## src/rtl/rename_stage.sv

```systemverilog
// Register-rename stage: maps rs1/rs2/rd to physical tags, pops the free list, holds one branch checkpoint.
// Latency 1 cycle (registered output); in_ready drops when output is held, free list is empty, a second branch arrives, or on mispredict.
module rename_stage #(
    parameter int ARCH_REGS = 32,
    parameter int PREG_W    = 7
) (
    input  logic              clk,
    input  logic              reset,
    input  logic              in_valid,
    output logic              in_ready,
    input  logic [4:0]        in_rs1,
    input  logic [4:0]        in_rs2,
    input  logic [4:0]        in_rd,
    input  logic              in_has_rd,
    input  logic              in_is_branch,
    input  logic [PREG_W-1:0] fl_pd_new,
    input  logic              fl_empty,
    output logic              fl_read_en,
    output logic              out_valid,
    input  logic              out_ready,
    output logic [PREG_W-1:0] out_ps1,
    output logic [PREG_W-1:0] out_ps2,
    output logic [PREG_W-1:0] out_pd_new,
    output logic [PREG_W-1:0] out_pd_old,
    output logic              out_alloc,
    output logic              ckpt_take,
    input  logic              br_resolve,
    input  logic              mispredict
);

    typedef struct packed {
        logic [PREG_W-1:0] ps1;
        logic [PREG_W-1:0] ps2;
        logic [PREG_W-1:0] pd_new;
        logic [PREG_W-1:0] pd_old;
        logic              alloc;
    } ren_t;

    logic [PREG_W-1:0] r_map      [ARCH_REGS];
    logic [PREG_W-1:0] r_ckpt     [ARCH_REGS];
    logic [PREG_W-1:0] w_map_next [ARCH_REGS];
    logic              r_ckpt_valid;
    logic              r_out_valid;
    logic              r_ckpt_take;
    ren_t              r_out;
    ren_t              w_ren;
    logic              w_need_alloc;
    logic              w_fire;

    // x0 is never renamed, so map[0] stays 0 forever.
    assign w_need_alloc = in_has_rd && (in_rd != 5'd0);

    assign in_ready = !(r_out_valid && !out_ready)
                   && !(w_need_alloc && fl_empty)
                   && !(in_is_branch && r_ckpt_valid)
                   && !mispredict;

    assign w_fire     = in_valid && in_ready;
    assign fl_read_en = w_fire && w_need_alloc;

    // Sources read the table before this instruction's own rd update.
    always_comb begin
        w_ren        = '0;
        w_ren.ps1    = r_map[in_rs1];
        w_ren.ps2    = r_map[in_rs2];
        w_ren.alloc  = w_need_alloc;
        if (w_need_alloc) begin
            w_ren.pd_new = fl_pd_new;
            w_ren.pd_old = r_map[in_rd];
        end
    end

    always_comb begin
        for (int i = 0; i < ARCH_REGS; i++) begin
            w_map_next[i] = r_map[i];
        end
        if (fl_read_en) begin
            w_map_next[in_rd] = fl_pd_new;
        end
    end

    always_ff @(posedge clk) begin
        if (reset) begin
            for (int i = 0; i < ARCH_REGS; i++) begin
                r_map[i]  <= PREG_W'(i);
                r_ckpt[i] <= PREG_W'(i);
            end
            r_ckpt_valid <= 1'b0;
            r_out_valid  <= 1'b0;
            r_ckpt_take  <= 1'b0;
            r_out        <= '0;
        end else begin
            // Pulse lands after the free list has popped this branch's own tag.
            r_ckpt_take <= w_fire && in_is_branch;
            if (mispredict) begin
                if (r_ckpt_valid) begin
                    for (int i = 0; i < ARCH_REGS; i++) begin
                        r_map[i] <= r_ckpt[i];
                    end
                end
                r_ckpt_valid <= 1'b0;
                r_out_valid  <= 1'b0;
            end else begin
                for (int i = 0; i < ARCH_REGS; i++) begin
                    r_map[i] <= w_map_next[i];
                end
                if (w_fire && in_is_branch) begin
                    for (int i = 0; i < ARCH_REGS; i++) begin
                        r_ckpt[i] <= w_map_next[i];
                    end
                    r_ckpt_valid <= 1'b1;
                end else if (br_resolve) begin
                    r_ckpt_valid <= 1'b0;
                end
                if (w_fire) begin
                    r_out_valid <= 1'b1;
                    r_out       <= w_ren;
                end else if (out_ready) begin
                    r_out_valid <= 1'b0;
                end
            end
        end
    end

    assign out_valid  = r_out_valid;
    assign out_ps1    = r_out.ps1;
    assign out_ps2    = r_out.ps2;
    assign out_pd_new = r_out.pd_new;
    assign out_pd_old = r_out.pd_old;
    assign out_alloc  = r_out.alloc;
    assign ckpt_take  = r_ckpt_take && !mispredict;

endmodule
```

## config.mk

```make
export PLATFORM = sky130hd
export DESIGN_NAME = rename_stage
export DESIGN_NICKNAME = d
export VERILOG_FILES = /design/src/rtl/rename_stage.sv
export SDC_FILE = /design/constraint.sdc
export NUM_CORES = 1
export LEC_CHECK = 0
export BUFFER_PORTS_ARGS = -buffer_cell sky130_fd_sc_hd__buf_2
export CORE_ASPECT_RATIO = 1.2
export CORE_MARGIN = 2
export CORE_UTILIZATION = 50
export DETAILED_ROUTE_END_ITERATION = 16
export HOLD_SLACK_MARGIN = 0.03
export PLACE_DENSITY_LB_ADDON = 0.3
export SETUP_SLACK_MARGIN = 0.05
export SYNTH_ARGS = -nofsm -noshare
export SYNTH_HDL_FRONTEND = slang
export SYNTH_SLANG_ARGS = --single-unit
export TNS_END_PERCENT = 20
```

## constraint.sdc

```tcl
create_clock -name clk -period 19.6 [get_ports clk]
set_input_delay 4.9 -clock clk [delete_from_list [all_inputs] [get_ports clk]]
set_output_delay 4.9 -clock clk [all_outputs]
set_load 0.01 [all_outputs]
```

# Yosys cells after proc, flatten, opt, wreduce, memory -nomap -nowiden
# Memory sizes are Yosys's and may differ from the RTL's. A register that Yosys moved wholly into a read port is not among the register bits.
# Cells that the tools add are included.
# W data, S select, Z words.
[classes]
magnitude_cmp = 2
n_mux = 118
bitwise = 98
n_reduce_logical = 22
[op_table]
columns = ["op", "n"]
rows = [
  ["$mux W7", 97],
  ["$bwmux W224", 1],
  ["$mux W224", 1],
  ["$or A1 B1 Y1", 96],
  ["$demux W7 S5", 1],
  ["$mux W1", 17],
  ["$mux W14", 1],
  ["$logic_and A1 B1 Y1", 12],
  ["$ge A6 B6 Y1 const B", 1],
  ["$lt A6 B1 Y1 const B", 1],
  ["$not A5 Y6", 1],
  ["$logic_not A1 Y1", 5],
  ["$reduce_bool A5 Y1", 1],
  ["$reduce_bool A2 Y1", 2],
  ["$reduce_and A2 Y1", 1],
  ["$reduce_or A2 Y1", 1],
  ["$not A1 Y1", 1],
]
[word_totals]
regBits = 18
ram_bits = 448
in_bits = 31
output_inout_bits = 33
elab_cells = 248
n_memories = 2
[memory_table]
columns = ["memory", "words", "word_bits", "rd", "rd_ports_with_merged_regs", "write_ports", "line_no", "rtl"]
rows = [
  ["r_ckpt", 32, 7, 32, 0, 32, "40", "logic [PREG_W-1:0] r_ckpt [ARCH_REGS];"],
  ["r_map", 32, 7, 35, 2, 32, "39", "logic [PREG_W-1:0] r_map [ARCH_REGS];"],
]

# Logic depth before layout (Yosys ltp)
[depth]
ltp_word = 14
mapped_depth = 10
mapped_depth_nobuf = 6

# Worst setup path before layout
# OpenSTA, ideal clock, no wires.
[synth_timing]
path_kind = "input -> register"
from = "in in_rd[0]"
to = "mem r_ckpt[0][0] (enable)"
setup_ns = 0.593
arrival_ns = 11.029
required_ns = 19.007
setup_slack_ns = 7.978
path_stages = 8
path_buffers = 3
path_cell_list = "buf_4 or2_4 buf_12 o211a_1 nor2_1 buf_2 nand2_1 nand2_1"
[synth_lines]
columns = ["item", "line_no", "rtl"]
rows = [
  ["from (decl)", "13", "input logic [4:0] in_rd,"],
  ["to (decl)", "40", ""],
]

# Final worst setup path
[layout_timing]
from = "in in_rd[1]"
to = "out fl_read_en"
[layout_via]
elab_chain_len = 9
[layout_rtl]
columns = ["item", "line_no", "rtl"]
rows = [
  ["$reduce_bool A5 Y1 *", "51", "assign w_need_alloc = in_has_rd && (in_rd != 5'd0);"],
  ["$logic_and A1 B1 Y1 *", "51", ""],
  ["$logic_and A1 B1 Y1", "54", "&& !(w_need_alloc && fl_empty)"],
  ["$logic_not A1 Y1", "54", ""],
  ["$logic_and A1 B1 Y1", "54", ""],
  ["$logic_and A1 B1 Y1", "55", "&& !(in_is_branch && r_ckpt_valid)"],
  ["$logic_and A1 B1 Y1", "56", "&& !mispredict;"],
  ["$logic_and A1 B1 Y1", "58", "assign w_fire = in_valid && in_ready;"],
  ["$logic_and A1 B1 Y1 *", "59", "assign fl_read_en = w_fire && w_need_alloc;"],
  ["to (decl)", "18", "output logic fl_read_en,"],
]
# Mark *: on every way between the ends. The rest lies on a longest branch, timed or not.

==> out/results.tsv <==
stage	metric	value	unit
outcome	status	finished, final reports clean	
final_layout	Final Instance Area	29120	µm²
timing	final setup vio count	0	
floorplanning	die area	55580	µm²
timing	Slew Limit Fails	0	
worst_setup_path	Worst Setup Start Kind	input port	
drt	Vias/cell	6.982	
worst_setup_path	slowest CP cell	o21ai_4	
drt	drt first pass iters	5	
clock_network	CTS Root Cell	clkbuf_16	
global_routing	initial antenna violation count	6	
floorplanning	site row count	93	
worst_setup_path	r2r worst-path depth	5	
logic_synthesis	asr flop ratio synth	0	%
worst_setup_path	Setup CP Type	input port to output port	
global_routing	Overflow after GRT	0	
worst_setup_path	worst-path cell chain	buf_2 > buf_4 > or2_4 > o21ai_4 > nor2_1 > buf_2	
placed_design	Inst Count DP	2801	
clock_network	Max Root-Sink Buffers	3	
logic_synthesis	count of warnings emitted by yosys	0	
clock_network	worst skew pair latency	0.61	ns
final_layout	commonest non-fill, non-tap cell in the layout	edfxtp_1	
drt	wire per inst	29.99	µm
timing	unrepaired setup endpoints after global routing	false	
timing	Final Skew	0.02364	ns
timing	crit share post-route	61.04	%
timing	fmax	83.58	MHz
drt	Remaining DRCs	0	
placed_design	port buffer count	63	
logic_synthesis	top_reg_cell synth	edfxtp_1	
placed_design	Final GP Congestion	0.9633	
drt	Vias	20242	
clock_network	Clock Sinks	480	
floorplanning	I/O pins	64	
global_routing	largest net degree at the start of global routing	173	
logic_synthesis	flip-flop and latch count after synthesis	480	
global_routing	gr usage total	30.98	%
worst_setup_path	Setup crit start	in_rd[1]	
power	LEAKAGE	9.699	nW
global_routing	first-pass GRT wire length	128.5	mm
worst_setup_path	Max stage delay on crit path	0.85	ns
timing	total negative slack	0	ns
placed_design	Post-DP HPWL	55.05	mm
logic_synthesis	syn_area_per_cell	12.19	µm²
final_layout	P&R area growth vs syn	8.448	%
timing	worst rel slew slack	18.57	%
final_layout	final non-filler cell total	2899	
timing	final hold slack	0.4534	ns
power	power per cell area	83.43	nW/µm²
logic_synthesis	Mapped Cells	2203	
timing	Fin. Hold Viols	0	
drt	Antenna Nets Post-Route	0	
hold_path	Hold Path Origin	out_pd_new[5]	
drt	starting DRC count in detailed routing	2572	
logic_synthesis	post-synth cell types	66	
final_layout	NumNets Final	2172	
worst_setup_path	R2R Path Start	r_ckpt_valid	
logic_synthesis	Mapped Area	26850	µm²
clock_network	TritonCTS clock tree	yes	
run	max cap viols	0	
timing	fin crit period	11.96	ns
worst_setup_path	CP required	14.70	ns
global_routing	vias in the first global route	19244	
clock_network	number of clock buffers inserted by TritonCTS	50	
placed_design	Post-DP Area	27500	µm²
clock_network	Worst-path clk slew	0.06	ns
worst_setup_path	CP Capture Type	output port	
logic_synthesis	Mapped Nets	2234	
power	peak supply drop	0.05914	mV
timing	Worst Max-Slew Pin Slew	1.216	ns
floorplanning	CORE AREA	53410	µm²
logic_synthesis	register area share after synthesis	52.48	%
hold_path	Hold Path Class	flop to flop	
hold_path	hold path depth	2	
worst_setup_path	critical path arrival	7.06	ns
clock_network	Resize count post-CTS	0	
clock_network	CTS H-tree lvls	2	
drt	drt total wl	86.93	mm
floorplanning	die width	215.6	µm
floorplanning	Die Y	257.9	µm
clock_network	post-cts hold buffer count	0	
floorplanning	initial core utilization	50.28	%
final_layout	layout cells sized above 1	18.20	%
logic_synthesis	EDFF count, synth	448	
worst_setup_path	Crit path top cell by count	buf_2	
worst_setup_path	CP Max Fanout	39	
clock_network	Post-CTS Setup Bufs	0	
final_layout	most frequent cells in the layout	edfxtp_1 (448), nor2_1 (290), mux2i_1 (231)	
final timing paths:
kind | slack, ns | endpoint
worst max register to register | 16.01 | r_map[30][6]
worst min-delay path | 0.45 | out_pd_new[5]
worst min register to register | 0.45 | out_pd_new[5]
worst max-delay path | 7.64 | fl_read_en
power breakdown:
part,switching [W],total (W),internal (W),leakage (nW)
Sequential,0.0000379,0.00121,0.00117,4.49
Clock,0.000423,0.000954,0.000532,0.789
Combinational,0.000178,0.000267,0.0000885,4.42
Total,0.000639,0.00243,0.00179,9.70
synth_stat cells (9+ instances only):
cell type	number	share of area, %
a211o_1	12	0.39
a211oi_1	78	2.2
a21oi_1	63	1.2
a22o_1	14	0.46
a22oi_1	38	1.1
and3_1	11	0.26
buf_1	12	0.17
buf_2	50	0.93
clkbuf_1	138	1.9
dfxtp_1	32	2.4
edfxtp_1	448	50
mux2_2	15	0.63
mux2i_1	231	8.6
mux4_2	145	12
nand2_1	230	3.2
nand3_1	38	0.71
nand4_1	25	0.58
nor2_1	292	4.1
nor2b_1	10	0.23
nor3_1	20	0.37
nor4_1	29	0.68
o21ai_0	90	1.7
o21ai_1	13	0.24
o221a_2	20	0.84
o221ai_1	10	0.33
or3_1	9	0.21
or4_1	10	0.28
state kept, by name (all words and copies together), names as in the netlist:
signal and count:
r_ckpt_take 1, out_pd_old 7, r_ckpt_valid 1, out_ps2 7
r_ckpt 224, out_valid 1, out_alloc 1, r_map 224
out_ps1 7, out_pd_new 7
layout make-up:
cell class	count	area, µm²
multi-input cells	1503	11890
inverters	10	38.79
clock inverters	26	205.2
flip-flops and latches	480	14090
fillers	4461	24290
clock buffers	66	1403
diodes	6	15.01
repair buffers	96	589.3
well taps	712	890.9
logic make-up (layout without fill, tap and decap cells):
family                 Yosys count  after routing  synth area share [%]
buffers and inverters          220            198                 3.513
AOI/OAI and AO/OA              397            397                 10.15
muxes                          391            391                 21.40
and+or+nand+nor                715            715                 12.45
DFF                            480            480                 52.48
other                            0              6                     0
routing by layer:
metal | wire [µm] | global-route usage, % | vias up
met1 | 31180 | 39.57 | 10147
met2 | 40490 | 48.81 | 1362
met4 | 6083 | 18.98 | 4
met3 | 9148 | 6.466 | 290
met5 | 25 | 0 | -
li1 | - | - | 8439
per-stage QoR:
step | power, W | worst slack, ns | utilization, %
finish | 0.002430 | 7.635 | 54.52
CTS | 0.002423 | 7.667 | 54.50
detailed placement | 0.001488 | 7.674 | 51.49
global placement | 0.001482 | 7.719 | 51.49
floorplan | 0.001395 | 7.978 | -
global route | 0.002479 | 7.575 | 54.52
worst max-delay path, delay by kind of cell:
family,cells,cell delay (ns)
buffers and inverters,3,0.61
AO/OA/AOI/OAI,1,0.85
AND/OR/NAND/NOR,2,0.67
(Power assumes the default switching activity.)
